[config.mk]
export PLATFORM = sky130hd
export DESIGN_NAME = id_token_scanner_flat
export DESIGN_NICKNAME = d
export VERILOG_FILES = /design/src/rtl/id_token_if.sv /design/src/rtl/id_token_scanner.sv /design/src/flat_wrapper.sv
export SDC_FILE = /design/constraint.sdc
export NUM_CORES = 1
export LEC_CHECK = 0
export CORE_MARGIN = 1.5
export CORE_UTILIZATION = 50
export CTS_CLUSTER_DIAMETER = 200
export DETAILED_ROUTE_END_ITERATION = 10
export PLACE_DENSITY = 0.8
export SYNTH_ARGS = -nofsm -noshare
export SYNTH_HDL_FRONTEND = slang
export SYNTH_SLANG_ARGS = --single-unit
[constraint.sdc]
create_clock -name clk -period 2.9 [get_ports clk]
set_input_delay 0.435 -clock clk [delete_from_list [all_inputs] [get_ports clk]]
set_output_delay 0.435 -clock clk [all_outputs]
set_load 0.01 [all_outputs]
[src/rtl/id_token_if.sv]
// Character-stream bus for id_token_scanner: the source drives char_valid/char,
// and the scanner returns its token-tracking results.
interface id_token_if #(
  parameter int LEN_W = 6,
  parameter int CNT_W = 8
);
  logic             char_valid;
  logic [7:0]       char;
  logic             out;
  logic [LEN_W-1:0] tok_len;
  logic [LEN_W-1:0] digit_cnt;
  logic             tok_end;
  logic [CNT_W-1:0] match_cnt;

  modport master (
    output char_valid, char,
    input  out, tok_len, digit_cnt, tok_end, match_cnt
  );

  modport slave (
    input  char_valid, char,
    output out, tok_len, digit_cnt, tok_end, match_cnt
  );
endinterface

[src/rtl/id_token_scanner.sv]
// Identifier token scanner: letters followed by a digit run, with length limit,
// end-of-token pulse and saturating match counter. Optional macro: ID_UNDERSCORE_EN.
module id_token_scanner #(
  parameter int MAX_LEN    = 32,
  parameter int LEN_W      = 6,
  parameter int MIN_DIGITS = 1,
  parameter int CNT_W      = 8
) (
  input  logic     clk,
  input  logic     reset,
  id_token_if.slave bus
);
  typedef enum logic [1:0] {S_IDLE, S_ALPHA, S_DIGIT, S_OVF} state_t;

  localparam logic [LEN_W-1:0] MAX_L = LEN_W'(MAX_LEN);
  localparam logic [LEN_W-1:0] MIN_D = LEN_W'(MIN_DIGITS);
  localparam logic [LEN_W-1:0] ONE_L = LEN_W'(1);
  localparam logic [CNT_W-1:0] ONE_C = CNT_W'(1);

  state_t           state_reg, state_next;
  logic [LEN_W-1:0] tok_len_reg, tok_len_next;
  logic [LEN_W-1:0] digit_cnt_reg, digit_cnt_next;
  logic             tok_end_reg, tok_end_next;
  logic [CNT_W-1:0] match_cnt_reg, match_cnt_next;

  logic is_letter, is_digit, is_alnum, out_w;

  always_comb begin
    is_letter = ((bus.char >= 8'h61) && (bus.char <= 8'h7A)) ||
                ((bus.char >= 8'h41) && (bus.char <= 8'h5A));
`ifdef ID_UNDERSCORE_EN
    if (bus.char == 8'h5F) is_letter = 1'b1;
`else
    // Underscore falls through to the delimiter class like a space.
`endif
    is_digit = (bus.char >= 8'h30) && (bus.char <= 8'h39);
    is_alnum = is_letter || is_digit;
  end

  assign out_w = (state_reg == S_DIGIT) && (digit_cnt_reg >= MIN_D);

  always_ff @(posedge clk) begin
    if (reset) begin
      state_reg     <= S_IDLE;
      tok_len_reg   <= '0;
      digit_cnt_reg <= '0;
      tok_end_reg   <= 1'b0;
      match_cnt_reg <= '0;
    end else begin
      state_reg     <= state_next;
      tok_len_reg   <= tok_len_next;
      digit_cnt_reg <= digit_cnt_next;
      tok_end_reg   <= tok_end_next;
      match_cnt_reg <= match_cnt_next;
    end
  end

  always_comb begin
    state_next     = state_reg;
    tok_len_next   = tok_len_reg;
    digit_cnt_next = digit_cnt_reg;
    tok_end_next   = 1'b0;
    match_cnt_next = match_cnt_reg;
    if (bus.char_valid) begin
      if (!is_alnum) begin
        state_next     = S_IDLE;
        tok_len_next   = '0;
        digit_cnt_next = '0;
        if (out_w) begin
          tok_end_next = 1'b1;
          if (match_cnt_reg != '1) match_cnt_next = match_cnt_reg + ONE_C;
        end
      end else begin
        unique case (state_reg)
          S_IDLE: begin
            // A leading digit is skipped; only a letter opens a token.
            if (is_letter) begin
              state_next     = S_ALPHA;
              tok_len_next   = ONE_L;
              digit_cnt_next = '0;
            end
          end
          S_ALPHA, S_DIGIT: begin
            if (tok_len_reg == MAX_L) begin
              state_next = S_OVF;
            end else begin
              tok_len_next = tok_len_reg + ONE_L;
              if (is_letter) begin
                state_next     = S_ALPHA;
                digit_cnt_next = '0;
              end else begin
                state_next     = S_DIGIT;
                digit_cnt_next = digit_cnt_reg + ONE_L;
              end
            end
          end
          default: begin
            // Over-long token: counters stay frozen until a delimiter.
          end
        endcase
      end
    end
  end

  assign bus.out       = out_w;
  assign bus.tok_len   = tok_len_reg;
  assign bus.digit_cnt = digit_cnt_reg;
  assign bus.tok_end   = tok_end_reg;
  assign bus.match_cnt = match_cnt_reg;
endmodule

[src/flat_wrapper.sv]
// flat-port wrapper written by rule: the top's interface ports become plain ports
module id_token_scanner_flat 
#(
  parameter int MAX_LEN    = 32,
  parameter int LEN_W      = 6,
  parameter int MIN_DIGITS = 1,
  parameter int CNT_W      = 8
)
  (clk, reset, bus_char_valid, bus_char, bus_out, bus_tok_len, bus_digit_cnt, bus_tok_end, bus_match_cnt);
  id_token_if #(.LEN_W(LEN_W), .CNT_W(CNT_W)) bus_i ();
  input  logic clk;
  input  logic reset;
  input wire logic [$bits(bus_i.char_valid)-1:0] bus_char_valid;
  input wire logic [$bits(bus_i.char)-1:0] bus_char;
  output wire logic [$bits(bus_i.out)-1:0] bus_out;
  output wire logic [$bits(bus_i.tok_len)-1:0] bus_tok_len;
  output wire logic [$bits(bus_i.digit_cnt)-1:0] bus_digit_cnt;
  output wire logic [$bits(bus_i.tok_end)-1:0] bus_tok_end;
  output wire logic [$bits(bus_i.match_cnt)-1:0] bus_match_cnt;
  assign bus_i.char_valid = bus_char_valid;
  assign bus_i.char = bus_char;
  assign bus_out = bus_i.out;
  assign bus_tok_len = bus_i.tok_len;
  assign bus_digit_cnt = bus_i.digit_cnt;
  assign bus_tok_end = bus_i.tok_end;
  assign bus_match_cnt = bus_i.match_cnt;
  id_token_scanner #(.MAX_LEN(MAX_LEN), .LEN_W(LEN_W), .MIN_DIGITS(MIN_DIGITS), .CNT_W(CNT_W)) u_core (.clk(clk), .reset(reset), .bus(bus_i));
endmodule
==> results of run 1 <==
cell usage after synthesis (8+ instances only):
cell type  count  area share (%)
dfxtp_1       23              32
inv_1         17             4.4
nand2_1       12             3.1
a21oi_1        9             3.1
a31oi_1        9             3.9
ha_1           9             7.8
nand3_1        9             3.1
or3_1          8             3.5
worst max-delay path, stage by stage, from the launching register on:
cell and delay (ns):
dfxtp_1 0.41, inv_1 0.08, ha_1 0.18, or4b_1 0.49, o31ai_2 0.24, inv_1 0.12, clkdlybuf4s50_1 0.49
final cells by class:
| cell class | instances | area, um^2 |
|---|---|---|
| clock buffers | 3 | 22.5 |
| clock inverters | 1 | 5.00 |
| fillers | 244 | 936 |
| inverters | 17 | 63.8 |
| multi-input cells | 125 | 881 |
| flip-flops and latches | 23 | 460 |
| well taps | 31 | 38.8 |
| repair buffers | 36 | 350 |
per-stage QoR:
step | util, % | total power [mW] | worst slack, ns | hold WS, ns | instances
3_5_place_dp | 65.1 | 0.396 | 0.213 | 0.473 | 232
2_1_floorplan | - | 0.368 | 0.720 | 0.488 | 172
6_report | 66.1 | 0.543 | 0.129 | 0.501 | 236
4_1_cts | 66.1 | 0.547 | 0.131 | 0.503 | 236
5_1_grt | 66.1 | 0.566 | 0.0541 | 0.518 | 236
3_3_place_gp | 65.1 | 0.393 | 0.265 | 0.480 | 232
routing by layer:
metal / GRT usage, % / up-vias / share of wire [%]
met5: 0 / - / 0
met3: 4.38 / 6 / 3.4
met4: 4.65 / 0 / 0.91
li1: - / 715 / -
met2: 41.0 / 38 / 51
met1: 25.7 / 683 / 44
logic make-up after synthesis:
| family | synth area share [%] |
|---|---|
| simple gates | 25.9 |
| mux | 2.94 |
| fa+ha+maj | 7.79 |
| compound gates | 24.3 |
| buf+inv | 7.19 |
| flops | 31.9 |
path summary, 6_finish.rpt:
kind | start | to | slack [ns]
worst min-delay path | u_core.bus.match_cnt[7]$_SDFFE_PP0P_ | u_core.bus.match_cnt[7]$_SDFFE_PP0P_ | 0.50
worst max-delay path | u_core.bus.digit_cnt[1]$_SDFFE_PP0P_ | bus_out | 0.13
worst min register to register | u_core.bus.match_cnt[7]$_SDFFE_PP0P_ | u_core.bus.match_cnt[7]$_SDFFE_PP0P_ | 0.50
worst max register to register | u_core.bus.digit_cnt[1]$_SDFFE_PP0P_ | u_core.bus.match_cnt[5]$_SDFFE_PP0P_ | 0.65
power groups by stage:
stage / Clock, mW / Combinational, mW / Sequential, mW
finish: 0.154 / 0.0709 / 0.319
global route: 0.170 / 0.0775 / 0.319
CTS: 0.158 / 0.0701 / 0.319
detailed placement: 0 / 0.0700 / 0.326
global placement: 0 / 0.0678 / 0.326
floorplan: 0 / 0.0426 / 0.326
==> impl_metrics.csv, run 1 <==
group,metric,value,unit
sta,drv_slew,0,
sta,fmax,0.361,GHz
synth,ys_warn_count,0,
sta,finalCritPeriodShare,95.6,%
synth,synth_edf_count,0,
power,switching_power,144,uW
synth,synth_cell_type_count,45,
routing,first_pass_iters,4,
sta,tightest_slew,0.758,ns
setup_path,cp_max_fo,5,
hold_path,hold_path.class,"flip-flop to flip-flop",
global_route,grt_usage,22.0,%
power,switching_share,26.6,%
sta,rsz0062_at_grt,"no",
power,clkPwrFrac,28.3,%
placement,io_buffers,32,
power,p_leak,0.610,nW
routing,post_drt_wl_per_cell,14.5,um
die,ios,33,
clock_network,clock_sinks,23,
global_route,grt_max_degree,18,
placement,dpl_cell_area,1790,um^2
layout,final_common_cell,"clkdlybuf4s50_1",
die,start_util,52.4,%
die,die_x,56.8,um
setup_path,ff2ff_path_depth,8,
global_route,grt_pass1_wl,5770,um
global_route,grt_pass1_vias,1338,
clock_network,clk_pin_slew,0.14,ns
synth,synth_cells,172,
clock_network,clk_latency,0.32,ns
sta,hold_violations,0,
sta,min_period,2.77,ns
layout,final_nets,226,
power,peakVddDrop,367,uV
layout,largest_register_ffs,8,
placement,place_congestion,0.773,
sta,report.final.setup_viol,0,
clock_network,post_cts_buffers,0,
hold_path,hold_depth,2,
routing,drc,0,
global_route,grt_overflow_total,0,
power,powerDensity,298,nW/um^2
status,outcome,"finished, final reports clean",
die,core_area,2760,um^2
layout,fin_area,1820,um^2
layout,final_cell_mix,"32 x clkdlybuf4s50_1, 23 x dfxtp_1, 17 x inv_1, 12 x nand2_1",
clock_network,clockBufferDepth,2,
setup_path,cp.arrival,2.34,ns
sta,max_slew_margin,49.2,%
power,power_frac_seq,58.6,%
clock_network,cts-root-buf,"clkbuf_4",
clock_network,cts_resized,0,
clock_network,htreeDepth,1,
run,cap_violations,0,
synth,synth_area_per_cell,8.40,um^2
clock_network,cts_buffers,3,
routing,postRouteAntennaNets,0,
die,row_count,19,
clock_network,cts_tree,"yes",
setup_path,worst_setup_path_end_kind,"output pin",
routing,num_vias,1442,
clock_network,cts-hold-fix-buffers,0,
layout,num_antenna_cells,0,
synth,netlist_area,1450,um^2
placement,dp_hpwl,2620,um
setup_path,crit_type,"flip-flop to output pin",
power,pwr-share-comb,13.0,%
layout,final_layout_size_suffix_gt1_share,8.29,%
synth,synth-seq-area-share,31.9,%
setup_path,cp-start-kind,"flip-flop",
routing,viasPerCell,6.11,
sta,tns,0,ns
power,intPower,399,uW
routing,drt-total-wl,3420,um
global_route,antenna_found_initial,0,
synth,syn_nets,192,
layout,area_growth,26.1,%
setup_path,critPathRequiredTime,2.47,ns
die,fp.dieArea,3220,um^2
synth,ys_async_sr_fraction,0,%
synth,ys_ff_latch,23,
die,fp.dieH,56.8,um
synth,synth_ff_type,"dfxtp_1",
routing,drt_iter0_markers,42,
sta,fin_skew,0.0106,ns
Power figures use the tool's default switching activity.
==> run 2: changes to the inputs <==
--- a/config.mk
+++ b/config.mk
@@ -10,6 +10,7 @@
 export CTS_CLUSTER_DIAMETER = 200
 export DETAILED_ROUTE_END_ITERATION = 10
 export PLACE_DENSITY = 0.8
+export RECOVER_POWER = 50
 export SYNTH_ARGS = -nofsm -noshare
 export SYNTH_HDL_FRONTEND = slang
 export SYNTH_SLANG_ARGS = --single-unit
==> impl_metrics.csv, run 2 (same netlist as run 1, synthesis figures left out) <==
group,metric,value,unit
layout,num_antenna_cells,0,
die,ios,33,
global_route,grt_overflow_total,0,
routing,drt_iter0_markers,62,
setup_path,cp-start-kind,"flip-flop",
setup_path,slowest_stage,"or4b_1",
sta,fmax,0.361,GHz
hold_path,hp-start,"u_core.bus.match_cnt[7]$_SDFFE_PP0P_",
sta,drv_slew,0,
die,fp.dieArea,3220,um^2
die,fp.dieH,56.8,um
clock_network,cts_tree,"yes",
routing,num_vias,1451,
setup_path,worstPathCellList,"inv_1 > ha_1 > or4b_1 > o31ai_2 > inv_1 > clkdlybuf4s50_1",
global_route,grt_pass1_vias,1338,
layout,final_cell_mix,"23 x dfxtp_1, 21 x dlygate4sd3_1, 17 x inv_1, 12 x nand2_1, 11 x clkdlybuf4s50_1",
die,row_count,19,
power,peakVddDrop,368,uV
routing,first_pass_iters,4,
sta,tightest_slew,0.999,ns
placement,io_buffers,32,
routing,viasPerCell,6.15,
global_route,antenna_found_initial,0,
clock_network,post_cts_buffers,0,
clock_network,clk_pin_slew,0.14,ns
routing,post_drt_wl_per_cell,14.4,um
routing,drc,0,
layout,final_nets,226,
layout,area_growth,25.1,%
layout,final_core_util,65.6,%
global_route,grt_max_degree,18,
sta,fin_ws,0.129,ns
setup_path,critPathRequiredTime,2.47,ns
sta,tns,0,ns
setup_path,slowest_delay,0.49,ns
power,powerDensity,299,nW/um^2
run,cap_violations,0,
placement,place_ws,0.213,ns
clock_network,clk_latency,0.32,ns
clock_network,cts-hold-fix-buffers,0,
status,outcome,"finished, final reports clean",
layout,fillers,247,
clock_network,clockBufferDepth,2,
setup_path,cp_max_fo,5,
setup_path,cp.arrival,2.34,ns
clock_network,clock_sinks,23,
global_route,grt_usage,22.0,%
die,die_x,56.8,um
sta,rsz0062_at_grt,"no",
die,core_area,2760,um^2
clock_network,htreeDepth,1,
clock_network,cts_resized,0,
sta,fin_skew,0.0114,ns
setup_path,crit_type,"flip-flop to output pin",
sta,hold_slack,0.499,ns
placement,dp_hpwl,2620,um
die,start_util,52.4,%
layout,largest_register_ffs,8,
setup_path,crit_start,"u_core.bus.digit_cnt[1]$_SDFFE_PP0P_",
layout,final_common_cell,"dfxtp_1",
setup_path,worst_setup_path_end_kind,"output pin",
routing,postRouteAntennaNets,0,
sta,max_slew_margin,33.1,%
sta,hold_violations,0,
sta,report.final.setup_viol,0,
hold_path,hold_path.class,"flip-flop to flip-flop",
setup_path,cpMostUsedCell,"inv_1",
placement,place_congestion,0.773,
clock_network,cts_buffers,3,
setup_path,reg2reg_from,"u_core.bus.digit_cnt[1]$_SDFFE_PP0P_",
power,p_leak,0.683,nW
routing,drt-total-wl,3410,um
clock_network,cts-root-buf,"clkbuf_4",
sta,min_period,2.77,ns
global_route,grt_pass1_wl,5770,um
layout,final_layout_size_suffix_gt1_share,7.80,%
sta,finalCritPeriodShare,95.6,%
[run 2: cell count changes in the layout (fill, tap and decap cells not counted), sizes merged]
cell	before	now
dlygate4sd3	0	21
clkdlybuf4s50	32	11
[run 2: layout make-up]
cell class	count	area, um^2	area share (%)
clock inverter	1	5.00	0.277
tap	31	38.8	2.15
sequential	23	460	25.5
multi-input combinational	125	867	48.0
clock buffer	3	22.5	1.25
inverter	17	63.8	3.53
timing repair buffer	36	350	19.4
[run 2: worst paths after layout]
kind	end	slack (ns)	cells past startpoint
setup / recovery	bus_out	0.13	6
hold reg to reg	u_core.bus.match_cnt[7]$_SDFFE_PP0P_	0.50	2
hold / removal	u_core.bus.match_cnt[7]$_SDFFE_PP0P_	0.50	2
setup reg to reg	u_core.bus.match_cnt[5]$_SDFFE_PP0P_	0.64	8
[run 2: per-stage QoR]
step / instances / power [mW] / cell area, um^2
after floorplan: 172 / 0.368 / 1450
after global placement: 232 / 0.393 / 1790
after detailed placement: 232 / 0.396 / 1790
after CTS: 236 / 0.547 / 1820
after global routing: 236 / 0.564 / 1810
final: 236 / 0.541 / 1810
[run 2: report_power, final]
| group | switching (mW) | internal, mW | leakage, nW |
|---|---|---|---|
| registers | 0.00137 | 0.317 | 0.185 |
| logic | 0.0397 | 0.0289 | 0.480 |
| clock network | 0.103 | 0.0517 | 0.0177 |
[run 2: layer usage]
layer,vias up,GRT usage [%],part of all wire (%),wire [um]
met2,37,41.0,51,1750
met4,0,4.65,0.91,31
met5,-,0,0,0
met1,693,25.7,44,1510
met3,6,4.38,3.4,117
li1,715,-,-,-
[run 2: critical path, delay by kind of cell (launching register included)]
family	cells	cell delay (ns)
compound gates	1	0.25
buf+inv	3	0.69
fa+ha+maj	1	0.18
simple gates	1	0.49
flops	1	0.41
==> run 3: changes to the inputs <==
--- a/config.mk
+++ b/config.mk
@@ -5,10 +5,12 @@
 export SDC_FILE = /design/constraint.sdc
 export NUM_CORES = 1
 export LEC_CHECK = 0
+export ABC_AREA = 1
 export CORE_MARGIN = 1.5
-export CORE_UTILIZATION = 50
+export CORE_UTILIZATION = 51
 export CTS_CLUSTER_DIAMETER = 200
 export DETAILED_ROUTE_END_ITERATION = 10
+export GPL_TIMING_DRIVEN = 0
 export PLACE_DENSITY = 0.8
 export RECOVER_POWER = 50
 export SYNTH_ARGS = -nofsm -noshare
==> impl_metrics.csv, run 3 <==
group,metric,value,unit
status,outcome,"finished, final reports clean",
layout,final_layout_size_suffix_gt1_share,8.39,%
die,fp.dieH,59.1,um
die,fp.dieArea,3500,um^2
clock_network,cts-root-buf,"clkbuf_4",
layout,area_growth,24.9,%
synth,synth_commonest_cells,"52 x nand2_1, 35 x nor2_1, 34 x nand3_1, 26 x inv_1, 23 x dfxtp_1",
sta,tightest_slew,0.463,ns
placement,place_congestion,0.855,
sta,min_period,2.26,ns
clock_network,clk_latency,0.32,ns
global_route,grt_overflow_total,0,
layout,layoutNonFillerInstCount,318,
synth,synth_top_area_share,28.6,%
die,start_util,53.1,%
layout,final_common_cell,"nand2_1",
synth,synth_edf_count,0,
synth,ys_async_sr_fraction,0,%
synth,yosys.area.top_type,"dfxtp_1",
synth,synth-seq-area-share,28.6,%
routing,drt-total-wl,3420,um
sta,hold_violations,0,
layout,largest_register_ffs,8,
clock_network,cts_buffers,3,
sta,drv_slew,0,
layout,fin_area,2010,um^2
routing,num_vias,1588,
setup_path,cp.arrival,1.83,ns
clock_network,cts_tree,"yes",
setup_path,cp_max_fo,6,
synth,synth_cell_type_count,29,
routing,drc,0,
global_route,antenna_found_initial,0,
synth,ys_warn_count,0,
layout,final_cell_mix,"52 x nand2_1, 35 x nor2_1, 35 x nand3_1, 27 x inv_1, 23 x dfxtp_1",
setup_path,crit_type,"flip-flop to output pin",
setup_path,reg2reg_to,"u_core.bus.digit_cnt[0]$_SDFFE_PP0P_",
synth,synth_area_per_cell,6.76,um^2
synth,synth_area_leaders,"dfxtp_1 29%, nand2_1 12%, nand3_1 11%, nor2_1 8.2%, ha_1 7.0%",
synth,synth_ff_type,"dfxtp_1",
placement,io_buffers,32,
layout,final_nets,295,
die,row_count,20,
global_route,grt_pass1_wl,5690,um
power,powerDensity,357,nW/um^2
die,core_area,3030,um^2
sta,rsz0062_at_grt,"no",
clock_network,post_cts_buffers,0,
hold_path,hold_depth,2,
sta,finalCritPeriodShare,77.9,%
routing,drt_iter0_markers,71,
routing,first_pass_iters,4,
routing,viasPerCell,4.99,
clock_network,cts_resized,0,
clock_network,clock_sinks,23,
placement,dp_hpwl,2580,um
setup_path,rrSetupSlack,1.02,ns
placement,dpl_cell_area,1980,um^2
placement,placed_cells,314,
synth,yosysMostFrequentCell,"nand2_1",
layout,num_antenna_cells,0,
power,peakVddDrop,287,uV
sta,report.final.setup_viol,0,
clock_network,clk_pin_slew,0.14,ns
setup_path,reg2reg_from,"u_core.state_reg[1]$_SDFFE_PP0P_",
routing,postRouteAntennaNets,0,
die,die_x,59.1,um
run,cap_violations,0,
placement,place_ws,0.652,ns
routing,post_drt_wl_per_cell,10.8,um
synth,ys_ff_latch,23,
die,ios,33,
synth,synth_cells,238,
synth,syn_nets,258,
setup_path,critPathRequiredTime,2.47,ns
sta,fmax,0.442,GHz
setup_path,cp-start-kind,"flip-flop",
setup_path,worst_setup_path_end_kind,"output pin",
layout,fillers,293,
clock_network,cts-hold-fix-buffers,0,
sta,max_slew_margin,69.1,%
clock_network,clockBufferDepth,2,
sta,fin_ws,0.640,ns
global_route,grt_max_degree,15,
global_route,grt_pass1_vias,1332,
setup_path,ff2ff_path_depth,8,
global_route,grt_usage,21.1,%
power,p_leak,0.941,nW
sta,fin_skew,0.00527,ns
clock_network,htreeDepth,1,
hold_path,hold_end,"u_core.state_reg[0]$_SDFFE_PP0P_",
synth,netlist_area,1610,um^2
hold_path,hp-start,"u_core.state_reg[0]$_SDFFE_PP0P_",
hold_path,hold_path.class,"flip-flop to flip-flop",
sta,tns,0,ns
## run 3: per-layer routing
layer	GRT usage, %	share of wire [%]	vias to the layer above
li1	-	-	835
met1	28.0	46	717
met2	35.4	49	34
met3	4.15	3.9	2
met4	4.55	0.61	0
met5	0	0	-
## run 3: worst max path at each step
stage | startpoint | end | cells after the start
global route | u_core.bus.digit_cnt[0]$_SDFFE_PP0P_ | bus_out | 6
detailed placement | bus_char[5] | u_core.bus.tok_len[0]$_SDFFE_PP0P_ | 13
floorplan | u_core.state_reg[1]$_SDFFE_PP0P_ | u_core.bus.tok_len[2]$_SDFFE_PP0P_ | 8
global placement | bus_char[5] | u_core.bus.tok_len[1]$_SDFFE_PP0P_ | 13
CTS | u_core.bus.digit_cnt[0]$_SDFFE_PP0P_ | bus_out | 6
finish | u_core.bus.digit_cnt[0]$_SDFFE_PP0P_ | bus_out | 6
## run 3: metrics by stage
step	power (mW)	utilization (%)	hold slack (ns)
2_1_floorplan	0.491	-	0.479
3_3_place_gp	0.565	65.5	0.501
3_5_place_dp	0.568	65.5	0.501
4_1_cts	0.730	66.5	0.522
5_1_grt	0.769	66.3	0.544
6_report	0.718	66.3	0.521
## run 3: logic make-up (layout without fill, tap and decap cells)
| kind of cell | Yosys count | after routing | share of synthesized area, % |
|---|---|---|---|
| buffers and inverters | 35 | 71 | 9.34 |
| AO/OA/AOI/OAI | 17 | 17 | 5.99 |
| adder cells (fa/ha/maj) | 9 | 9 | 7.00 |
| XOR/XNOR | 11 | 11 | 5.99 |
| AND/OR/NAND/NOR | 143 | 143 | 43.0 |
| flip-flops | 23 | 23 | 28.6 |
## run 3: cell type report
class                           instances  area, um^2  share of cell area [%]
Tap cell                               44        55.1                    2.74
Timing Repair Buffer                   32         320                    16.0
Buffer                                  4        33.8                    1.68
Clock buffer                            3        22.5                    1.12
Clock inverter                          1        7.51                   0.374
Inverter                               31         116                    5.79
Sequential cell                        23         460                    22.9
Multi-Input combinational cell        180         992                    49.4
## run 3: worst max-delay path, cell delays in order (launching register included)
cell	delay, ns
dfxtp_1	0.46
inv_1	0.09
ha_1	0.19
nand4_1	0.08
nand2_1	0.10
inv_1	0.06
clkdlybuf4s50_1	0.52
## run 3: power by group
group	total, mW	switching, mW	internal [mW]
Combinational	0.202	0.114	0.0885
Clock	0.162	0.109	0.0527
Sequential	0.354	0.0213	0.333
